**src/rtl/therm_pkg.sv**
```systemverilog
// Shared types and default widths for the binary-to-thermometer generator.
// Optional bubble injection is enabled with the THERM_BUBBLE_INJECT_EN macro.
package therm_pkg;

  localparam int unsigned BinLengthDef    = 9;
  localparam int unsigned ThermLengthDef  = 128;
  localparam int unsigned RepeatLengthDef = 16;

  // Repeat counter is fixed at 16 bits so any legal hold length (1..65535) fits.
  localparam int unsigned RepCntW = 16;

  typedef enum logic {
    StIdle,
    StSweep
  } state_e;

endpackage

```
**src/rtl/bin2therm_enc.sv**
```systemverilog
// Saturating binary-to-thermometer encoder followed by the first pipeline register.
// With THERM_BUBBLE_INJECT_EN defined, one selected bit can be inverted on entry.
module bin2therm_enc
  import therm_pkg::*;
#(
  parameter int unsigned code_width   = BinLengthDef + 1,
  parameter int unsigned therm_length = ThermLengthDef
) (
  input  logic                                clock,
  input  logic                                reset,
  input  logic [code_width-1:0]               code_i,
  input  logic                                valid_i,
  input  logic                                last_i,
  input  logic                                sweep_i,
`ifdef THERM_BUBBLE_INJECT_EN
  input  logic                                bubble_en_i,
  input  logic [$clog2(therm_length)-1:0]     bubble_pos_i,
`endif
  output logic [therm_length-1:0]             thermo_o,
  output logic                                valid_o,
  output logic                                last_o,
  output logic                                sweep_o
);

  logic [therm_length-1:0] enc_value;
  logic [therm_length-1:0] thermo_q, thermo_d;
  logic                    valid_q, valid_d;
  logic                    last_q, last_d;
  logic                    sweep_q, sweep_d;

  // Codes at or above therm_length naturally saturate to all ones.
  always_comb begin
    enc_value = '0;
    for (int unsigned k = 0; k < therm_length; k++) begin
      enc_value[k] = (32'(code_i) > k);
    end
`ifdef THERM_BUBBLE_INJECT_EN
    if (bubble_en_i) begin
      enc_value[bubble_pos_i] = ~enc_value[bubble_pos_i];
    end
`endif
  end

  always_comb begin
    thermo_d = valid_i ? enc_value : thermo_q;
    valid_d  = valid_i;
    last_d   = valid_i & last_i;
    sweep_d  = valid_i & sweep_i;
  end

  always_ff @(posedge clock or posedge reset) begin
    if (reset) begin
      thermo_q <= '0;
      valid_q  <= 1'b0;
      last_q   <= 1'b0;
      sweep_q  <= 1'b0;
    end else begin
      thermo_q <= thermo_d;
      valid_q  <= valid_d;
      last_q   <= last_d;
      sweep_q  <= sweep_d;
    end
  end

  assign thermo_o = thermo_q;
  assign valid_o  = valid_q;
  assign last_o   = last_q;
  assign sweep_o  = sweep_q;

endmodule

```
**src/rtl/bin2therm_gen.sv**
```systemverilog
// Thermometer code generator: handshaked encode path plus a code-density sweep engine.
// Define THERM_BUBBLE_INJECT_EN to add bubble_en/bubble_pos fault-injection inputs.
module bin2therm_gen
  import therm_pkg::*;
#(
  parameter int unsigned bin_length    = BinLengthDef,
  parameter int unsigned therm_length  = ThermLengthDef,
  parameter int unsigned repeat_length = RepeatLengthDef
) (
  input  logic                            clock,
  input  logic                            reset,
  input  logic [bin_length-1:0]           bin_in,
  input  logic                            valid_in,
  output logic                            ready_out,
  input  logic                            start_sweep,
`ifdef THERM_BUBBLE_INJECT_EN
  input  logic                            bubble_en,
  input  logic [$clog2(therm_length)-1:0] bubble_pos,
`endif
  output logic [therm_length-1:0]         thermo,
  output logic                            valid_thermo,
  output logic                            sweep_busy,
  output logic                            sweep_done
);

  localparam int unsigned CodeW = bin_length + 1;

  state_e               state_q, state_d;
  logic [CodeW-1:0]     code_cnt_q, code_cnt_d;
  logic [RepCntW-1:0]   rep_cnt_q, rep_cnt_d;
  logic                 rep_wrap, sweep_last;

  logic                 issue, issue_last, issue_sweep;
  logic [CodeW-1:0]     issue_code;

  logic [therm_length-1:0] s1_thermo;
  logic                    s1_valid, s1_last, s1_sweep;

  logic [therm_length-1:0] thermo_q, thermo_d;
  logic                    valid_q, valid_d;
  logic                    done_q, done_d;
  logic                    s2_sweep_q, s2_sweep_d;

  assign rep_wrap   = (rep_cnt_q == RepCntW'(repeat_length - 1));
  assign sweep_last = rep_wrap && (code_cnt_q == CodeW'(therm_length));

  // The start cycle issues code 0 itself, so the first sweep code lands two cycles later.
  always_comb begin
    state_d     = state_q;
    code_cnt_d  = code_cnt_q;
    rep_cnt_d   = rep_cnt_q;
    issue       = 1'b0;
    issue_last  = 1'b0;
    issue_sweep = 1'b0;
    issue_code  = '0;
    ready_out   = (state_q == StIdle) && !start_sweep;

    unique case (state_q)
      StIdle: begin
        if (start_sweep) begin
          issue       = 1'b1;
          issue_sweep = 1'b1;
          issue_code  = code_cnt_q;
          state_d     = StSweep;
          if (rep_wrap) begin
            rep_cnt_d  = '0;
            code_cnt_d = code_cnt_q + 1'b1;
          end else begin
            rep_cnt_d  = rep_cnt_q + 1'b1;
          end
        end else if (valid_in) begin
          issue      = 1'b1;
          issue_code = CodeW'(bin_in);
        end
      end
      StSweep: begin
        issue       = 1'b1;
        issue_sweep = 1'b1;
        issue_code  = code_cnt_q;
        if (sweep_last) begin
          issue_last = 1'b1;
          state_d    = StIdle;
          code_cnt_d = '0;
          rep_cnt_d  = '0;
        end else if (rep_wrap) begin
          rep_cnt_d  = '0;
          code_cnt_d = code_cnt_q + 1'b1;
        end else begin
          rep_cnt_d  = rep_cnt_q + 1'b1;
        end
      end
      default: state_d = StIdle;
    endcase
  end

  always_ff @(posedge clock or posedge reset) begin
    if (reset) begin
      state_q    <= StIdle;
      code_cnt_q <= '0;
      rep_cnt_q  <= '0;
    end else begin
      state_q    <= state_d;
      code_cnt_q <= code_cnt_d;
      rep_cnt_q  <= rep_cnt_d;
    end
  end

  bin2therm_enc #(
    .code_width   (CodeW),
    .therm_length (therm_length)
  ) u_enc (
    .clock        (clock),
    .reset        (reset),
    .code_i       (issue_code),
    .valid_i      (issue),
    .last_i       (issue_last),
    .sweep_i      (issue_sweep),
`ifdef THERM_BUBBLE_INJECT_EN
    .bubble_en_i  (bubble_en),
    .bubble_pos_i (bubble_pos),
`endif
    .thermo_o     (s1_thermo),
    .valid_o      (s1_valid),
    .last_o       (s1_last),
    .sweep_o      (s1_sweep)
  );

  // Second stage: thermo holds its last value through invalid cycles.
  always_comb begin
    thermo_d   = s1_valid ? s1_thermo : thermo_q;
    valid_d    = s1_valid;
    done_d     = s1_last;
    s2_sweep_d = s1_sweep;
  end

  always_ff @(posedge clock or posedge reset) begin
    if (reset) begin
      thermo_q   <= '0;
      valid_q    <= 1'b0;
      done_q     <= 1'b0;
      s2_sweep_q <= 1'b0;
    end else begin
      thermo_q   <= thermo_d;
      valid_q    <= valid_d;
      done_q     <= done_d;
      s2_sweep_q <= s2_sweep_d;
    end
  end

  assign thermo       = thermo_q;
  assign valid_thermo = valid_q;
  assign sweep_done   = done_q;
  // Busy covers the FSM plus sweep codes still draining through both stages.
  assign sweep_busy   = (state_q == StSweep) | s1_sweep | s2_sweep_q;

endmodule

```
**config.mk**
```make
export PLATFORM = sky130hd
export DESIGN_NAME = bin2therm_gen
export DESIGN_NICKNAME = d
export VERILOG_FILES = /design/src/rtl/therm_pkg.sv /design/src/rtl/bin2therm_enc.sv /design/src/rtl/bin2therm_gen.sv
export SDC_FILE = /design/constraint.sdc
export NUM_CORES = 1
export LEC_CHECK = 0
export CAP_MARGIN = 20
export CORE_ASPECT_RATIO = 1.4
export CORE_MARGIN = 1.5
export CORE_UTILIZATION = 25
export DETAILED_ROUTE_END_ITERATION = 12
export GPL_TIMING_DRIVEN = 1
export PLACE_DENSITY = 0.51
export SLEW_MARGIN = 20
export SYNTH_ARGS = -nofsm -noshare
export SYNTH_HDL_FRONTEND = slang
export SYNTH_HIERARCHICAL = 1
export SYNTH_SLANG_ARGS = --single-unit
```
**constraint.sdc**
```tcl
create_clock -name clock -period 7.6 [get_ports clock]
set_input_delay 1.14 -clock clock [delete_from_list [all_inputs] [get_ports clock]]
set_output_delay 1.14 -clock clock [all_outputs]
set_load 0.1 [all_outputs]
```
==> impl_summary.md <==
Status
The flow ran to the end, and the final reports show no timing, DRC or antenna violations.

Clock network
In this run the deepest clock path goes through 3 buffers. Gates resized during post-CTS repair numbered 0. The tree is rooted in a clkbuf_16. The clock drives 289 sinks. The clock latency on the worst-skew pair is 560 ps. The number of buffers created by CTS is 30. The number of hold buffers added after CTS is 0.

After clock tree synthesis, the setup repair step added 0 buffers. In this run the number of H-tree levels came out at 1. The clock tree from TritonCTS is yes. After clock tree synthesis, the clock-pin slew on the worst setup and hold paths is 60 ps.

Placement
The number of placed cells counting well taps is 1796. The weighted congestion at the end of routability-driven global placement is 0.892. During placement, the flow inserted port buffers numbering 144. The placed wire-length estimate is 27.1 mm.

STA
The sum of negative setup slack is 0 ps. The number of endpoints with negative hold slack in the final report is 0. The achievable frequency is 0.212 GHz.

The worst slew margin relative to its limit is 0.270. Between clock sinks in the finished design, the worst skew comes to 6.44 ps. Setup violations remaining at the end of the flow were counted as 0. Setup repair after global routing left no endpoint under its margin. For the pin with the worst max-slew slack, the measured transition is 1100 ps. For the finished layout, the period the worst path requires is 4720 ps. The final cycle utilization of the critical path is 0.621. Final hold analysis gives a worst-case slack of 374 ps.

The final count of pins violating max slew came to 0.

Worst hold path
The tightest min-delay check is of the reg2reg type.

Critical path
The type of the worst setup path is in2out. In this run the worst path has a maximum fanout of 18. The critical path startpoint category is an input pin. The number of buffers and inverters on the critical path is 3. On the worst path, the slowest cell contributes a delay of 1230 ps.

The most frequent cell on the critical path is clkdlybuf4s50_1. The data required time of the worst path is 6460 ps. The capturing element type of the critical path is an output pin. The data arrival time of the critical path is 3580 ps.

In this design, the largest share of critical-path delay is due to buffers and inverters. The critical path goes through clkdlybuf4s50_1, or2_2, clkinv_1, clkdlybuf4s50_1. The slowest library cell on the worst path is clkdlybuf4s50_1.

Yosys
The synthesized netlist occupies a cell area of 12400 um2. The number of enable-type register cells in the synthesized netlist is 0. The share of synthesized flip-flops with an asynchronous set or reset is 1.00. Among all flip-flop cells after synthesis, the most frequent one is dfrtp_1.

The post-synthesis register bit count is 289. The count of mapped cells out of synthesis is 1083. Averaged over all synthesized cells, the footprint is 11.5 um2.

Of the synthesized area, sequential elements account for 0.582. Synthesis produced a netlist with a net count of 1099. The count of cell types in the netlist is 69.

The count of synthesis-stage warnings from yosys is 6.

GRT
The number of antenna violations at the first check in global routing was 0. The first global-routing pass estimated 57.8 mm of wire. The pin count of the biggest net entering global routing is 112. The total global routing overflow is 0.

Across every metal layer, demand over resource in global routing totals 0.149. The number of global-route vias before repair is 9129.

Routing
The via count of the routed design is 8946. The number of DRC violations after detailed-routing iteration 0 is 829. The first TritonRoute pass finished after 5 iterations. After detailed routing, the average wire length per cell comes to 20.5 um. The routed wire length is 38.0 mm. Using the TritonRoute via totals, the vias-per-cell ratio works out to 4.83. The post-route antenna net violation count is 0. After detailed routing, the number of remaining DRC violations is 0.

Cells and area
From synthesis to final layout, the design area changed by 24.3%. Measured on the finished design, the core utilization comes to 0.315. The commonest non-fill, non-tap cell in the layout is dfrtp_1. The final cell count without fillers is 1851. The count of antenna diodes in the layout is 0. Leaving out fill and tap cells, the most frequent cells in the layout are dfrtp_1 (288), mux2_2 (144), clkdlybuf4s50_1 (144). The fraction of layout instances using a drive strength above 1 is 0.198. The count of nets after finishing is 1207.

Floorplan
In this run the count of I/O pins placed on the die edge is 145. The floorplan step defined a die boundary enclosing 51100 um2. In this run the horizontal extent of the chip is 191 um. The number of rows created at floorplan is 96.

After floorplanning, the core was sized to cover 49000 um2. The chip height is 267 um. The initial utilization of the core area, before any placement, comes to 0.254.

Pwr
For this design the static power due to leakage is 5.20 nW. In this run the power density over the cells is 205 nW/um2. The maximum vdd drop is 0.168 mV. After layout, the design draws a total of 0.00317 W.

Run
Across the run, the number of max-cap violations was 0.
path summary, 6_finish.rpt:
kind	cells past startpoint	from	slack, ps	endpoint
setup / recovery	4	start_sweep	2880	ready_out
hold / removal	0	u_enc/sweep_o	370	s2_sweep_q
setup reg to reg	8	state_q	3630	u_enc/thermo_o[4]
hold reg to reg	0	u_enc/sweep_o	370	s2_sweep_q
max in group asynchronous	3	reset	5250	thermo[71]
min in group asynchronous	2	reset	990	u_enc/thermo_o[11]
cells in the mapped netlist (11+ instances only):
cell type / instances / area, um2
nor3_1: 23 / 115
mux2_2: 144 / 1620
nand2_1: 54 / 203
a31oi_1: 27 / 169
nand3_1: 36 / 180
dfrtp_1: 289 / 7230
clkbuf_1: 58 / 218
inv_1: 29 / 109
a21oi_1: 51 / 255
o21ai_0: 42 / 210
nor2_1: 118 / 443
nor2b_1: 11 / 68.8
power breakdown:
group | switching [W] | internal, W
Combinational | 0.0000598 | 0.0000336
Clock | 0.000622 | 0.000867
Sequential | 0.0000277 | 0.00156
Total | 0.000710 | 0.00246
per-stage QoR:
step,worst slack (ps),instance area [um2]
2_1_floorplan,2200,12400
3_3_place_gp,2420,14400
3_5_place_dp,2270,14400
4_1_cts,2850,15400
5_1_grt,2700,15400
6_report,2880,15400
cell families after synthesis:
group           share of synthesized area
xor+xnor                           0.0134
mux                                 0.131
fa+ha+maj                         0.00302
simple gates                        0.126
compound gates                      0.106
buf+inv                            0.0375
flops                               0.582
registers in the layout, summed over array words and instances, names as in the netlist, 10 cells and up:
signal	cells
u_enc/thermo_o	128
thermo	128
rep_cnt_q	16
code_cnt_q	10
routing by layer:
metal / GRT usage / share of wire / wire length (um)
met1: 0.189 / 0.42 / 15900
met2: 0.259 / 0.51 / 19200
met3: 0.0183 / 0.046 / 1760
met4: 0.0515 / 0.029 / 1090
met5: 0 / 0 / 0
final cells by class:
| cell class | instances | area, um2 |
|---|---|---|
| clock buffers | 46 | 922 |
| clock inverters | 9 | 82.6 |
| fillers | 4993 | 33600 |
| inverters | 30 | 120 |
| multi-input cells | 682 | 4740 |
| flip-flops and latches | 289 | 7240 |
| well taps | 637 | 797 |
| repair buffers | 158 | 1550 |
No activity file was read; power rests on OpenSTA's default activity.
